**config.mk**
```make
export PLATFORM = sky130hd
export DESIGN_NAME = msg_packer
export DESIGN_NICKNAME = d
export VERILOG_FILES = /design/src/rtl/msg_packer.sv
export SDC_FILE = /design/constraint.sdc
export NUM_CORES = 1
export LEC_CHECK = 0
export CAP_MARGIN = 20
export CORE_AREA = 5 5 115 117
export CTS_CLUSTER_DIAMETER = 40
export DETAILED_ROUTE_END_ITERATION = 10
export DIE_AREA = 0 0 120 122
export GPL_TIMING_DRIVEN = 0
export PLACE_DENSITY = 0.79
export SETUP_SLACK_MARGIN = 0.02
export SKIP_LAST_GASP = 1
export SYNTH_ARGS = -nofsm -noshare
export SYNTH_HDL_FRONTEND = slang
export SYNTH_SLANG_ARGS = --single-unit
```
**constraint.sdc**
```tcl
create_clock -name sys_clk -period 9.3 [get_ports sys_clk]
set_input_delay 1.86 -clock sys_clk [delete_from_list [all_inputs] [get_ports sys_clk]]
set_output_delay 1.86 -clock sys_clk [all_outputs]
set_load 0.02 [all_outputs]
```
**src/rtl/msg_packer.sv**
```systemverilog
// msg_packer: round-robin arbiter and framer for up to N_CH slave channels.
// Picks the next channel holding a non-empty message, reads its FIFO one byte
// at a time and sends the message as a framed packet on a byte stream:
//   SYNC, channel address, length, payload bytes, XOR checksum.
// The checksum covers the address, length and payload bytes, not SYNC.
//
// Ports:
//   sys_clk        clock for all logic
//   n_rst          asynchronous, active-low reset
//   have_msg_bus   bit i: channel i has a message pending
//   len_bus        byte i: channel i available byte count
//   slave_data_bus byte i: channel i FIFO output, valid the cycle after rdreq
//   rdreq_bus      one-cycle read strobe per channel
//   tx_data        stream byte
//   tx_valid       tx_data is valid
//   tx_ready       sink accepts (transfer = tx_valid & tx_ready)
//   busy           high from packet selection until the checksum is accepted
module msg_packer #(
  parameter int         N_CH = 5,
  parameter logic [7:0] SYNC = 8'h55
) (
  input  logic                sys_clk,
  input  logic                n_rst,
  input  logic [N_CH-1:0]     have_msg_bus,
  input  logic [8*N_CH-1:0]   len_bus,
  input  logic [8*N_CH-1:0]   slave_data_bus,
  output logic [N_CH-1:0]     rdreq_bus,
  output logic [7:0]          tx_data,
  output logic                tx_valid,
  input  logic                tx_ready,
  output logic                busy
);

  localparam int CW = (N_CH > 1) ? $clog2(N_CH) : 1;

  typedef enum logic [2:0] {
    ST_IDLE, ST_SYNC, ST_ADDR, ST_LEN, ST_FETCH, ST_CAPTURE, ST_SEND, ST_CSUM
  } state_t;

  state_t        state;
  logic [CW-1:0] ch;
  logic [CW-1:0] rr_ptr;
  logic [7:0]    rem;
  logic [7:0]    checksum;

  logic          hit;
  logic [CW-1:0] hit_ch;
  logic [7:0]    hit_len;
  logic [7:0]    ch_byte;
  logic [7:0]    slave_byte;
  logic          xfer;

  assign xfer       = tx_valid & tx_ready;
  assign ch_byte    = 8'(ch);
  assign hit_len    = len_bus[8*hit_ch +: 8];
  assign slave_byte = slave_data_bus[8*ch +: 8];

  // Successor of a channel index, wrapping at N_CH.
  function automatic logic [CW-1:0] rr_next(input logic [CW-1:0] c);
    if (c == CW'(N_CH - 1)) rr_next = '0;
    else                    rr_next = c + 1'b1;
  endfunction

  // One-hot read strobe for a channel.
  function automatic logic [N_CH-1:0] strobe(input logic [CW-1:0] c);
    strobe = {{(N_CH-1){1'b0}}, 1'b1} << c;
  endfunction

  // Round-robin search starting at rr_ptr. Scanning from the far end down
  // lets the candidate closest to rr_ptr overwrite the others. Channels that
  // flag a message but report zero length are not eligible.
  always_comb begin
    hit    = 1'b0;
    hit_ch = '0;
    for (int k = N_CH - 1; k >= 0; k--) begin
      int idx;
      idx = (int'(rr_ptr) + k) % N_CH;
      if (have_msg_bus[idx] && (len_bus[8*idx +: 8] != 8'd0)) begin
        hit    = 1'b1;
        hit_ch = CW'(idx);
      end
    end
  end

  always_ff @(posedge sys_clk or negedge n_rst) begin
    if (!n_rst) begin
      state     <= ST_IDLE;
      ch        <= '0;
      rr_ptr    <= '0;
      rem       <= '0;
      checksum  <= '0;
      rdreq_bus <= '0;
      tx_data   <= '0;
      tx_valid  <= 1'b0;
      busy      <= 1'b0;
    end else begin
      // Strobes are single-cycle; only the FETCH-entering branches raise one.
      rdreq_bus <= '0;
      case (state)
        ST_IDLE: begin
          if (hit) begin
            ch       <= hit_ch;
            rem      <= hit_len;
            checksum <= '0;
            busy     <= 1'b1;
            tx_data  <= SYNC;
            tx_valid <= 1'b1;
            state    <= ST_SYNC;
          end
        end
        ST_SYNC: begin
          if (xfer) begin
            tx_data  <= ch_byte;
            checksum <= checksum ^ ch_byte;
            state    <= ST_ADDR;
          end
        end
        ST_ADDR: begin
          if (xfer) begin
            tx_data  <= rem;
            checksum <= checksum ^ rem;
            state    <= ST_LEN;
          end
        end
        ST_LEN: begin
          if (xfer) begin
            tx_valid  <= 1'b0;
            rdreq_bus <= strobe(ch);
            state     <= ST_FETCH;
          end
        end
        // FIFO is not show-ahead: the byte appears one cycle after the strobe.
        ST_FETCH: state <= ST_CAPTURE;
        ST_CAPTURE: begin
          tx_data  <= slave_byte;
          checksum <= checksum ^ slave_byte;
          tx_valid <= 1'b1;
          state    <= ST_SEND;
        end
        ST_SEND: begin
          if (xfer) begin
            rem <= rem - 8'd1;
            if (rem == 8'd1) begin
              // checksum already includes the byte just accepted
              tx_data <= checksum;
              state   <= ST_CSUM;
            end else begin
              tx_valid  <= 1'b0;
              rdreq_bus <= strobe(ch);
              state     <= ST_FETCH;
            end
          end
        end
        ST_CSUM: begin
          if (xfer) begin
            tx_valid <= 1'b0;
            busy     <= 1'b0;
            rr_ptr   <= rr_next(ch);
            state    <= ST_IDLE;
          end
        end
        default: state <= ST_IDLE;
      endcase
    end
  end

endmodule

```
==> metrics.cfg <==
[global_routing]
grt_usage_pct=23.9
grt_pass1_vias=5708
antenna_found_initial=0
grt_max_degree=34
grt_overflow=0
grt_first_pass_wirelength_um=28900

[clock_tree]
numCtsBuffers=5
h-tree-depth=2
post_cts_buffers=0
post_cts_resize_count=0
cts-root-buf=clkbuf_16
clk_latency_ns=0.29
clockBufferDepth=2
holdBufCountCts=0
cts_tree=done
clk_pin_slew_ns=0.06
cts.sinks=40

[timing]
skew_ns=0.00690
hold_violations=0
setup-tns-final_ns=0
rsz0062_at_grt=false
maxSlewViolCount=0
fmax_ghz=0.140
tightest_slew_ns=0.852
fin_hold_ws_ns=0.475
period_needed_ns=7.16
fin_crit_sh_pct=77.0
maxSlewHeadroom_pct=42.7
setup_viol=0

[die]
dieHeight_um=122
core_area_sq_mm=0.0123
design.die.area_sq_mm=0.0146
start_util_pct=43.0
pin_count=103
die_w_um=120
rows=41

[flow_run]
drv_cap=0

[logic_synthesis]
post-synth-top-area-cell=dfrtp_1
synth_cell_types=84
seq_area_frac_synth_pct=19.0
async_reset_ff_share_pct=100
yosys_warnings=0
ys_seq_elements=40
netlist_instances=690
synth_fp_nets=808
ys.flop_type=dfrtp_1
synth_area_sq_mm=0.00528
synth_area_leaders=dfrtp_1 19%, ha_1 6.9%, nand2_1 4.9%, nor2_1 4.9%, mux4_2 4.7%
syn_avg_cell_area_sq_um=7.65
synth_top_area_share_pct=19.0
synth_edf_count=0

[routing]
met1Wirelength_um=8050
finalWirelength_um=18200
wl_met3_um=1680
avgViaCountPerCell=6.39
drt_iter0_markers=661
vias=6074
wl_per_cell_um=19.1
drtAntennaViolNets=0
met2WireLength_um=8180
top_layer=met4
drt_first_pass_iters=5
drc=0

[setup_path]
ff2ff_setup_slack_ns=2.14
cp_top_family=buffers and inverters
crit_arrival_ns=7.32
worst_ep_required_time_ns=9.45
crit_chain=buf_2 > clkbuf_1 > inv_1 > buf_1 > ha_1 > inv_1 > ha_1 > buf_2 > o21ai_0 > o21ai_1 > inv_1 > ha_1 > a211oi_1 > nor4_1 > nor4b_1 > nor3_1 > o311ai_2 > nand2_1 > o41a_1 > nor3_2 > buf_2 > o21ai_0
critPathBufInv=8
start_kind=flop
path_max_fanout=13
critPathSlowestCell=a211oi_1
critPathMaxStageDelay_ns=0.63
end_kind=flop
critical_path_class=reg2reg

[worst_hold_path]
hp-class=reg2reg

[placed_design]
gp_congestion=0.984
dp_hpwl_um=14200
port_buffers=102

[power]
ir_drop_mv=0.0678
p_leak_nw=2.84
p_total_uw=456
p_per_area_mw_per_mm2=68.4

[finish]
final_layout_size_suffix_gt1_share_pct=6.24
syn2layout_area_growth_pct=26.4
nets=918
diodes=0

[outcome]
status=finished clean

## power by group
part | switching (mW) | internal (mW) | total, mW
Clock | 0.0706 | 0.126 | 0.197
Combinational | 0.0355 | 0.0501 | 0.0856
Sequential | 0 | 0.174 | 0.174
## cells in the mapped netlist (8+ instances only)
master	instances
a211oi_1	9
a21o_1	9
a21oi_1	48
a22oi_1	15
and2_1	14
buf_2	9
clkbuf_1	21
dfrtp_1	40
ha_1	29
inv_1	25
mux2i_1	23
mux4_2	11
nand2_1	69
nand3_1	23
nand4_1	8
nor2_1	69
nor2b_1	8
nor3_1	21
nor4_1	15
o211ai_1	12
o21ai_0	41
o221ai_1	9
o31ai_1	15
## metal layers
layer	GRT usage, %	vias to the layer above
li1	-	2868
met1	34.3	2866
met2	37.5	308
met3	4.60	32
met4	5.15	0
met5	0	-
## per-stage QoR
step / area [sq um] / utilization [%] / setup slack [ns] / std cells
2_1_floorplan: 5280 / - / 3.65 / 690
3_3_place_gp: 6490 / 52.9 / 2.34 / 942
4_1_cts: 6670 / 54.4 / 2.25 / 951
6_report: 6670 / 54.4 / 2.14 / 951
5_1_grt: 6670 / 54.4 / 1.62 / 951
3_5_place_dp: 6500 / 53.0 / 2.25 / 943
## placed cells by master (no fill, tap or decap), types with 14 or more instances in the layout
cell,instances
nand3_1,23
a21oi_1,48
mux2i_1,23
inv_1,25
nand2_1,69
clkdlybuf4s50_1,101
a22oi_1,15
nor4_1,15
nor3_1,21
and2_1,14
o21ai_0,41
clkbuf_1,21
ha_1,29
o31ai_1,15
nor2_1,69
dfrtp_1,40
## final timing paths
check | start | end | cells past startpoint
setup / recovery | rr_ptr[0] | tx_data[3] | 22
hold / removal | tx_data[4] | tx_data[4] | 1
setup reg to reg | rr_ptr[0] | tx_data[3] | 22
hold reg to reg | tx_data[4] | tx_data[4] | 1
max in group asynchronous | n_rst | rem[4] | 2
min in group asynchronous | n_rst | rem[7] | 1
## flip-flops by register name, indices dropped and copies added, names as in the netlist
name	count
state	3
rr_ptr	3
busy	1
tx_valid	1
tx_data	8
rem	8
checksum	8
rdreq_bus	5
ch	3
## area by class of cell
| cell class | count | area [sq um] |
|---|---|---|
| clock buffers | 5 | 125 |
| well taps | 150 | 188 |
| multi-input cells | 585 | 4000 |
| clock inverters | 3 | 42.5 |
| plain buffers | 37 | 170 |
| flip-flops and latches | 40 | 1000 |
| fillers | 1142 | 5590 |
| inverters | 28 | 105 |
| repair buffers | 103 | 1040 |
## cell families (layout without fill, tap and decap cells)
| logic type | count (synthesis) | after routing | synth area share (%) |
|---|---|---|---|
| AO/OA/AOI/OAI | 240 | 240 | 32.0 |
| buffers and inverters | 65 | 176 | 5.22 |
| flip-flops | 40 | 40 | 19.0 |
| multiplexers | 36 | 36 | 9.48 |
| adder cells (fa/ha/maj) | 30 | 30 | 7.25 |
| AND/OR/NAND/NOR | 266 | 266 | 24.8 |
| XOR/XNOR | 13 | 13 | 2.30 |
No activity file was read; power rests on OpenSTA's default activity.
